==> config.mk <==
export PLATFORM = sky130hd
export DESIGN_NAME = alu_issue_ctrl
export DESIGN_NICKNAME = d
export VERILOG_FILES = /design/src/rtl/alu_issue_ctrl_pkg.sv /design/src/rtl/regfile8x18.sv /design/src/rtl/alu_issue_ctrl.sv
export SDC_FILE = /design/constraint.sdc
export NUM_CORES = 1
export LEC_CHECK = 0
export CAP_MARGIN = 5
export CORE_UTILIZATION = 55
export CTS_BUF_LIST = sky130_fd_sc_hd__clkbuf_8
export DETAILED_ROUTE_END_ITERATION = 7
export DONT_BUFFER_PORTS = 1
export GPL_TIMING_DRIVEN = 1
export HOLD_SLACK_MARGIN = 0.06
export PLACE_DENSITY = 0.7
export REMOVE_ABC_BUFFERS = 1
export SLEW_MARGIN = 0
export SYNTH_ARGS = -nofsm -noshare
export SYNTH_HDL_FRONTEND = slang
export SYNTH_SLANG_ARGS = --single-unit
==> constraint.sdc <==
create_clock -name clk -period 10.9 [get_ports clk]
set_clock_uncertainty 0.05 [all_clocks]
set_input_delay 0.545 -clock clk [delete_from_list [all_inputs] [get_ports clk]]
set_output_delay 0.545 -clock clk [all_outputs]
set_load 0.1 [all_outputs]
==> src/rtl/alu_issue_ctrl_pkg.sv <==
// Shared definitions for the ALU issue controller: widths, instruction field
// layout, opcodes, ALU select codes and the control FSM states.
package alu_issue_ctrl_pkg;

  localparam int unsigned DATA_W  = 18;
  localparam int unsigned INSTR_W = 18;
  localparam int unsigned NREGS   = 8;
  localparam int unsigned REG_AW  = 3;

  localparam int unsigned OP_LSB  = 15;
  localparam int unsigned RD_LSB  = 12;
  localparam int unsigned RS1_LSB = 9;
  localparam int unsigned RS2_LSB = 6;
  localparam int unsigned IMM_LSB = 0;
  localparam int unsigned OP_W    = 3;
  localparam int unsigned IMM_W   = 9;

  typedef enum logic [2:0] {
    OP_AND  = 3'b000,
    OP_ADD  = 3'b001,
    OP_OR   = 3'b010,
    OP_XOR  = 3'b011,
    OP_LDI  = 3'b100,
    OP_HALT = 3'b101,
    OP_ILL6 = 3'b110,
    OP_ILL7 = 3'b111
  } opcode_t;

  typedef enum logic [1:0] {
    ALU_AND = 2'b00,
    ALU_ADD = 2'b01,
    ALU_OR  = 2'b10,
    ALU_XOR = 2'b11
  } alu_sel_t;

  typedef enum logic [1:0] {
    ST_IDLE,
    ST_EXEC,
    ST_WB,
    ST_HALT
  } state_t;

  // ALU opcodes share the low two bits with the ALU select encoding.
  function automatic logic op_is_alu(input logic [2:0] op);
    return op[2] == 1'b0;
  endfunction

  function automatic logic op_is_illegal(input logic [2:0] op);
    return op[2:1] == 2'b11;
  endfunction

endpackage

==> src/rtl/regfile8x18.sv <==
// Register file: two combinational operand reads, one debug read and one
// synchronous write port. Entry 0 is hard-wired to zero.
module regfile8x18 #(
  parameter int unsigned DATA_W = 18,
  parameter int unsigned NREGS  = 8,
  parameter int unsigned AW     = $clog2(NREGS)
) (
  input  logic              clk,
  input  logic              rst,
  input  logic              we,
  input  logic [AW-1:0]     waddr,
  input  logic [DATA_W-1:0] wdata,
  input  logic [AW-1:0]     raddr_a,
  output logic [DATA_W-1:0] rdata_a,
  input  logic [AW-1:0]     raddr_b,
  output logic [DATA_W-1:0] rdata_b,
  input  logic [AW-1:0]     dbg_addr,
  output logic [DATA_W-1:0] dbg_data
);

  logic [DATA_W-1:0] mem [NREGS];

  always_ff @(posedge clk or posedge rst) begin
    if (rst) begin
      for (int unsigned i = 0; i < NREGS; i++) begin
        mem[i] <= '0;
      end
    end else if (we && (waddr != '0)) begin
      mem[waddr] <= wdata;
    end
  end

  always_comb begin
    rdata_a  = (raddr_a  == '0) ? '0 : mem[raddr_a];
    rdata_b  = (raddr_b  == '0) ? '0 : mem[raddr_b];
    dbg_data = (dbg_addr == '0) ? '0 : mem[dbg_addr];
  end

endmodule

==> src/rtl/alu_issue_ctrl.sv <==
// Single-issue controller driving an external ALU: decode, operand fetch,
// result capture and write-back, one instruction every three cycles.
module alu_issue_ctrl #(
  parameter int unsigned DATA_W = 18,
  parameter int unsigned NREGS  = 8,
  parameter int unsigned AW     = $clog2(NREGS)
) (
  input  logic                                  clk,
  input  logic                                  rst,
  input  logic                                  instr_valid,
  output logic                                  instr_ready,
  input  logic [alu_issue_ctrl_pkg::INSTR_W-1:0] instr,
  output logic [DATA_W-1:0]                     alu_a,
  output logic [DATA_W-1:0]                     alu_b,
  output logic [1:0]                            alu_sel,
  input  logic [DATA_W-1:0]                     alu_res,
  input  logic                                  alu_cout,
  output logic                                  carry_flag,
  output logic                                  done,
  output logic                                  illegal,
  output logic                                  halted,
  input  logic [AW-1:0]                         dbg_addr,
  output logic [DATA_W-1:0]                     dbg_data
);

  import alu_issue_ctrl_pkg::*;

  state_t state, state_nxt;

  opcode_t           op_q;
  logic [AW-1:0]     rd_q;
  logic [IMM_W-1:0]  imm_q;
  logic [DATA_W-1:0] res_q;

  logic [OP_W-1:0]   f_op;
  logic [AW-1:0]     f_rd, f_rs1, f_rs2;
  logic [IMM_W-1:0]  f_imm;
  logic [DATA_W-1:0] rs1_data, rs2_data;
  logic              xfer;
  logic              rf_we;

  assign f_op  = instr[OP_LSB  +: OP_W];
  assign f_rd  = instr[RD_LSB  +: AW];
  assign f_rs1 = instr[RS1_LSB +: AW];
  assign f_rs2 = instr[RS2_LSB +: AW];
  assign f_imm = instr[IMM_LSB +: IMM_W];

  assign instr_ready = (state == ST_IDLE) && !rst;
  assign xfer        = instr_valid && instr_ready;
  assign rf_we       = (state == ST_WB) && (op_is_alu(op_q) || (op_q == OP_LDI));

  regfile8x18 #(
    .DATA_W (DATA_W),
    .NREGS  (NREGS),
    .AW     (AW)
  ) u_regfile (
    .clk      (clk),
    .rst      (rst),
    .we       (rf_we),
    .waddr    (rd_q),
    .wdata    (res_q),
    .raddr_a  (f_rs1),
    .rdata_a  (rs1_data),
    .raddr_b  (f_rs2),
    .rdata_b  (rs2_data),
    .dbg_addr (dbg_addr),
    .dbg_data (dbg_data)
  );

  always_ff @(posedge clk or posedge rst) begin
    if (rst) begin
      state <= ST_IDLE;
    end else begin
      state <= state_nxt;
    end
  end

  always_comb begin
    state_nxt = state;
    unique case (state)
      ST_IDLE: if (xfer) state_nxt = ST_EXEC;
      ST_EXEC: state_nxt = ST_WB;
      ST_WB:   state_nxt = (op_q == OP_HALT) ? ST_HALT : ST_IDLE;
      ST_HALT: state_nxt = ST_HALT;
      default: state_nxt = ST_IDLE;
    endcase
  end

  always_ff @(posedge clk or posedge rst) begin
    if (rst) begin
      op_q       <= OP_AND;
      rd_q       <= '0;
      imm_q      <= '0;
      res_q      <= '0;
      alu_a      <= '0;
      alu_b      <= '0;
      alu_sel    <= '0;
      carry_flag <= 1'b0;
      done       <= 1'b0;
      illegal    <= 1'b0;
      halted     <= 1'b0;
    end else begin
      done    <= 1'b0;
      illegal <= 1'b0;
      unique case (state)
        ST_IDLE: begin
          if (xfer) begin
            op_q  <= opcode_t'(f_op);
            rd_q  <= f_rd;
            imm_q <= f_imm;
            // Non-ALU opcodes leave the operand registers untouched.
            if (op_is_alu(f_op)) begin
              alu_a   <= rs1_data;
              alu_b   <= rs2_data;
              alu_sel <= f_op[1:0];
            end
          end
        end
        ST_EXEC: begin
          if (op_is_alu(op_q)) begin
            res_q      <= alu_res;
            carry_flag <= alu_cout;
          end else if (op_q == OP_LDI) begin
            res_q <= DATA_W'(imm_q);
          end
        end
        ST_WB: begin
          done    <= 1'b1;
          illegal <= op_is_illegal(op_q);
          if (op_q == OP_HALT) halted <= 1'b1;
        end
        default: ;
      endcase
    end
  end

endmodule

Yosys cells after proc, flatten, opt, wreduce, memory -nomap -nowiden
Cells that the tools add are included.
Widths: inputs -> output; s select.
{"block": "op_classes", "reduce_logical": 17, "n_shift": 0, "n_eq_ne": 8, "n_mul": 0, "add_sub_neg": 0, "bitwise": 6, "div_mod_pow": 0, "muxes": 22, "n_lt_le_gt_ge": 5}
{"op": "$mux 18", "n": 12}
{"op": "$bmux 18 s3", "n": 3}
{"op": "$bwmux 144", "n": 1}
{"op": "$demux 18 s3", "n": 1}
{"op": "$ge 4x4->1 const B", "n": 4}
{"op": "$not 3->4", "n": 4}
{"op": "$logic_not 3->1", "n": 3}
{"op": "$pmux 2 s4", "n": 1}
{"op": "$reduce_and 2->1", "n": 4}
{"op": "$eq 2x2->1 const B", "n": 3}
{"op": "$eq 3x3->1 const B", "n": 2}
{"op": "$logic_and 1x1->1", "n": 5}
{"op": "$lt 4x1->1 const B", "n": 1}
{"op": "$mux 2", "n": 2}
{"op": "$reduce_and 3->1", "n": 1}
{"op": "$reduce_bool 3->1", "n": 1}
{"op": "$eq 2x1->1 const B", "n": 1}
{"op": "$logic_not 2->1", "n": 1}
{"op": "$mux 1", "n": 2}
{"op": "$ne 2x1->1 const B", "n": 1}
{"op": "$ne 2x2->1 const B", "n": 1}
{"op": "$not 1->1", "n": 2}
{"op": "$logic_not 1->1", "n": 1}
{"op": "$logic_or 1x1->1", "n": 1}
{"block": "word_totals", "latchBits": 0, "out_inout_bits": 61, "in_bits": 43, "register_bits": 221, "mem_count": 0, "rom_bits": 0, "word_cells": 78, "ramBits": 0}

Longest topological paths before layout
{"block": "logic_depth", "word_depth": 6, "depth_mapped": 7, "ltp_nobuf": 4}

Hierarchy
From an unflattened synthesis, not the netlist that was laid out.
{"block": "hier_totals", "hier_cells": 793, "hier_area_um2": 11013.1}
{"mod": "regfile8x18", "cells_per_inst": 610, "n_inst": 1, "area_each_um2": 8021.4}
{"mod": "alu_issue_ctrl", "cells_per_inst": 183, "n_inst": 1, "area_each_um2": 2991.6}

Least setup slack after synthesis
Ideal clock, no wire load.
{"block": "synth_path", "kind": "input-to-output", "start": "in dbg_addr[1]", "end": "out dbg_data[17]", "path_slack_ns": 6.668, "n_path_buf": 3, "path_stages": 6, "t_arrival_ns": 3.637, "required_ns": 10.305, "cell_sequence": "buf_2 > nor2b_1 > clkbuf_1 > buf_1 > a22oi_1 > o21ai_0"}
{"block": "synth_via", "elab_chain_cells": 5}
{"element": "from (decl)", "line_no": "alu_issue_ctrl.sv:22", "rtl": "input logic [AW-1:0] dbg_addr,"}
{"element": "$not 3->4 (not written as such)", "line_no": "regfile8x18.sv:36", "rtl": "dbg_data = (dbg_addr == '0) ? '0 : mem[dbg_addr];"}
{"element": "$bmux 18 s3", "line_no": "regfile8x18.sv:36"}
{"element": "$mux 18 (not written as such) (2 in a row)", "line_no": "regfile8x18.sv:36"}
{"element": "$mux 18 *", "line_no": "regfile8x18.sv:36"}
{"element": "to (decl)", "line_no": "alu_issue_ctrl.sv:23", "rtl": "output logic [DATA_W-1:0] dbg_data"}
Every way passes the cells marked *; elsewhere a longest branch is shown, timed or not. The select of a mux whose other input is x is not followed.

Worst setup path in the final report
{"block": "layout_path", "start": "in dbg_addr[1]", "end": "out dbg_data[7]"}
Same word-level chain as after synthesis.

==> summary.md <==
| Metric | Value |
|---|---|
| Status | complete, no violations |
| Die ar. | 20300 um2 |
| Residual DRC | 0 |
| Clk pwr share | 20.9% |
| Detailed Route Iter0 Violations | 456 |
| Fmax | 284 MHz |
| Setup bufs post-CTS | 0 |
| Hold Buf Count CTS | 1 |
| Hpwl dp | 17400 um |
| Min-delay worst type | primary input to flip-flop |
| Tot GR Track Use | 31.3% |
| Number of global-route vias before repair | 8115 |
| Count leader, synth | dfrtp_1 |
| Lkg Pwr | 0.00535 uW |
| Pwr dens | 323 nW/um2 |
| PortBufs | 0 |
| Mean post-synth cell area | 12.6 um2 |
| First-pass GRT wire length | 47300 um |
| RSZ-0062 raised after global routing | no |
| Via density per instance | 6.78 |
| Setup TNS | 0 ns |
| Max Cap Viol | 0 |
| Post-synth ARST share | 100% |
| Via count | 7604 |
| Cell row count | 50 |
| Die extent in x | 142 um |
| Max Root-Sink Buffers | 3 |
| Seq. cell area | 5080 um2 |
| Post-synth top area share | 46.8% |
| Avg WL per Cell | 27.1 um |
| VDD IR max | 163 uV |
| Post-CTS sizing | 0 |
| Multi-input gate area | 5430 um2 |
| Antenna viol nets, final | 0 |
| Final cell count without fillers | 1121 |
| Fill cell count | 1508 |
| Sequential group share of total power | 52.7% |
| Fin nets | 883 |
| CTS tree | done |
| Clk slew on worst S/H paths | 0.06 ns |
| Area of the mapped netlist | 10800 um2 |
| Placed cells | 1061 |
| H-tree depth | 2 |
| Seq/Total Area, Yosys | 46.8% |
| Cell taking the most area after synthesis | dfrtp_1 |
| Largest net degree at the start of global routing | 133 |
| Critical Path AT | 2.93 ns |
| Post-synth cell types | 44 |
| Sink Count | 203 |
| CTS Buf Count | 36 |
| Final setup viols | 0 |
| Int Power | 2060 uW |
| Critical-path maximum fanout | 37 |
| Die height | 142 um |
| Final Hold Fails | 0 |
| P&R area growth vs syn | 9.24% |
| Worst-margin pin slew | 1.26 ns |
| Area contributors post-synth | dfrtp_1 47%, mux2_2 17%, mux2i_1 6.6% |
| Antenna violations before repair | 2 |
| Crit path time final | 3.53 ns |
| Most used DFF post-synth | dfrtp_1 |
| Synthesized flop and latch total | 203 |
| Worst EP required | 10.31 ns |
| YS warnings | 0 |
| Logic pwr share | 26.4% |
| DRT Wirelength | 30400 um |
| Startpoint Class | primary input |
| Worst skew pair latency | 0.52 ns |
| Root buffer selected by CTS | clkbuf_8 |
| Final slew viol count | 0 |
| Area of the core | 19000 um2 |
| Most frequent cells after synthesis | 203 x dfrtp_1, 163 x mux2_2, 71 x mux2i_1 |
| Remaining Overflow, GRT | 0 |
| Switching share of total power | 46.1% |
| Routability cong. | 0.852 |
| Crit path kind | primary input to output pin |
| Setup crit end kind | output pin |
| EDFF count, synth | 0 |
| Detailed Routing Iterations Pass 1 | 5 |
| Slew headroom | 15.6% |
| Layout cells sized above 1 | 36.0% |
| Cells after Synth | 859 |
| Tcrit/Tclk final | 32.4% |
| Starting Density | 57.0% |
| Net Switching | 1760 uW |
| IO Pins | 104 |
[layout by cell type (no fill, tap or decap), types with 3 or more instances in the layout]
master	instances
nand2b_1	6
nor4_4	3
nor2b_1	3
dfrtp_1	203
mux2_1	7
bufinv_16	6
a31oi_1	34
a21oi_1	36
a21oi_2	17
nor2_1	3
mux2_2	163
o22a_1	32
or4_4	3
mux2_4	30
a221oi_1	18
a22o_1	9
mux4_2	20
buf_4	13
mux2i_1	71
inv_1	27
clkbuf_8	41
a22oi_1	33
nand2_1	45
o21ai_0	6
[sequential cells by signal (all words and copies together) (netlist names), 2 cells and up]
signal	cells
u_regfile.mem	126
alu_b	18
alu_a	18
state	2
rd_q	3
alu_sel	2
op_q	3
imm_q	9
res_q	18
[metal layers]
layer	wire length, um	part of all wire (%)	global-route usage [%]	vias up
met3	2660	8.7	7.71	85
met1	12200	40	40.0	3916
met4	979	3.2	13.8	2
met2	14600	48	50.6	372
met5	11	0.036	0	-
li1	-	-	-	3229
[through the flow]
stage	power [uW]	utilization [%]	hold WS [ns]	setup slack, ns	cell area (um2)
detailed placement	3020	58.1	0.412	7.46	11000
floorplan	2720	-	0.390	4.77	10500
global route	4000	62.3	0.0776	7.39	11800
finish	3820	62.3	0.0814	7.37	11800
CTS	3820	62.3	0.0609	7.45	11800
global placement	2960	58.1	0.403	7.50	11000
[worst max-delay path, cell delays in order]
cell      delay, ns
nor2b_1        0.96
buf_4          0.38
a221oi_1       0.13
a21oi_2        0.89
[area by class of cell]
cell class	instances	area share, %
diodes	1	0.0211
clock buffers	41	4.76
clock inverters	17	1.92
inverters	21	0.729
multi-input cells	563	45.8
flip-flops and latches	203	42.9
well taps	260	2.75
repair buffers	15	1.12
[final timing paths]
check,slack (ns),startpoint,cells past startpoint,to
max reg2reg,8.42,op_q[2],3,u_regfile.mem[112]
min reg2reg,0.42,imm_q[1],2,imm_q[1]
max,7.37,dbg_addr[1],4,dbg_data[7]
max in group asynchronous,8.60,rst,3,u_regfile.mem[82]
min in group asynchronous,0.69,rst,2,alu_sel[0]
min,0.08,instr[4],2,imm_q[4]
[logic make-up (layout without fill, tap and decap cells)]
family	Yosys count	after routing	synth area share [%]
buffers and inverters	93	94	4.04
other	0	1	0
muxes	291	291	32.5
AOI/OAI and AO/OA	195	195	12.4
and+or+nand+nor	77	77	4.18
DFF	203	203	46.8
[power groups by stage]
stage | sequential [uW] | clock, uW | combinational, uW
2_1_floorplan | 1880 | 0 | 841
3_3_place_gp | 1990 | 0 | 970
3_5_place_dp | 2020 | 0 | 1000
4_1_cts | 2010 | 807 | 1010
5_1_grt | 2060 | 845 | 1090
6_report | 2020 | 799 | 1010
No activity file was read; power rests on OpenSTA's default activity.
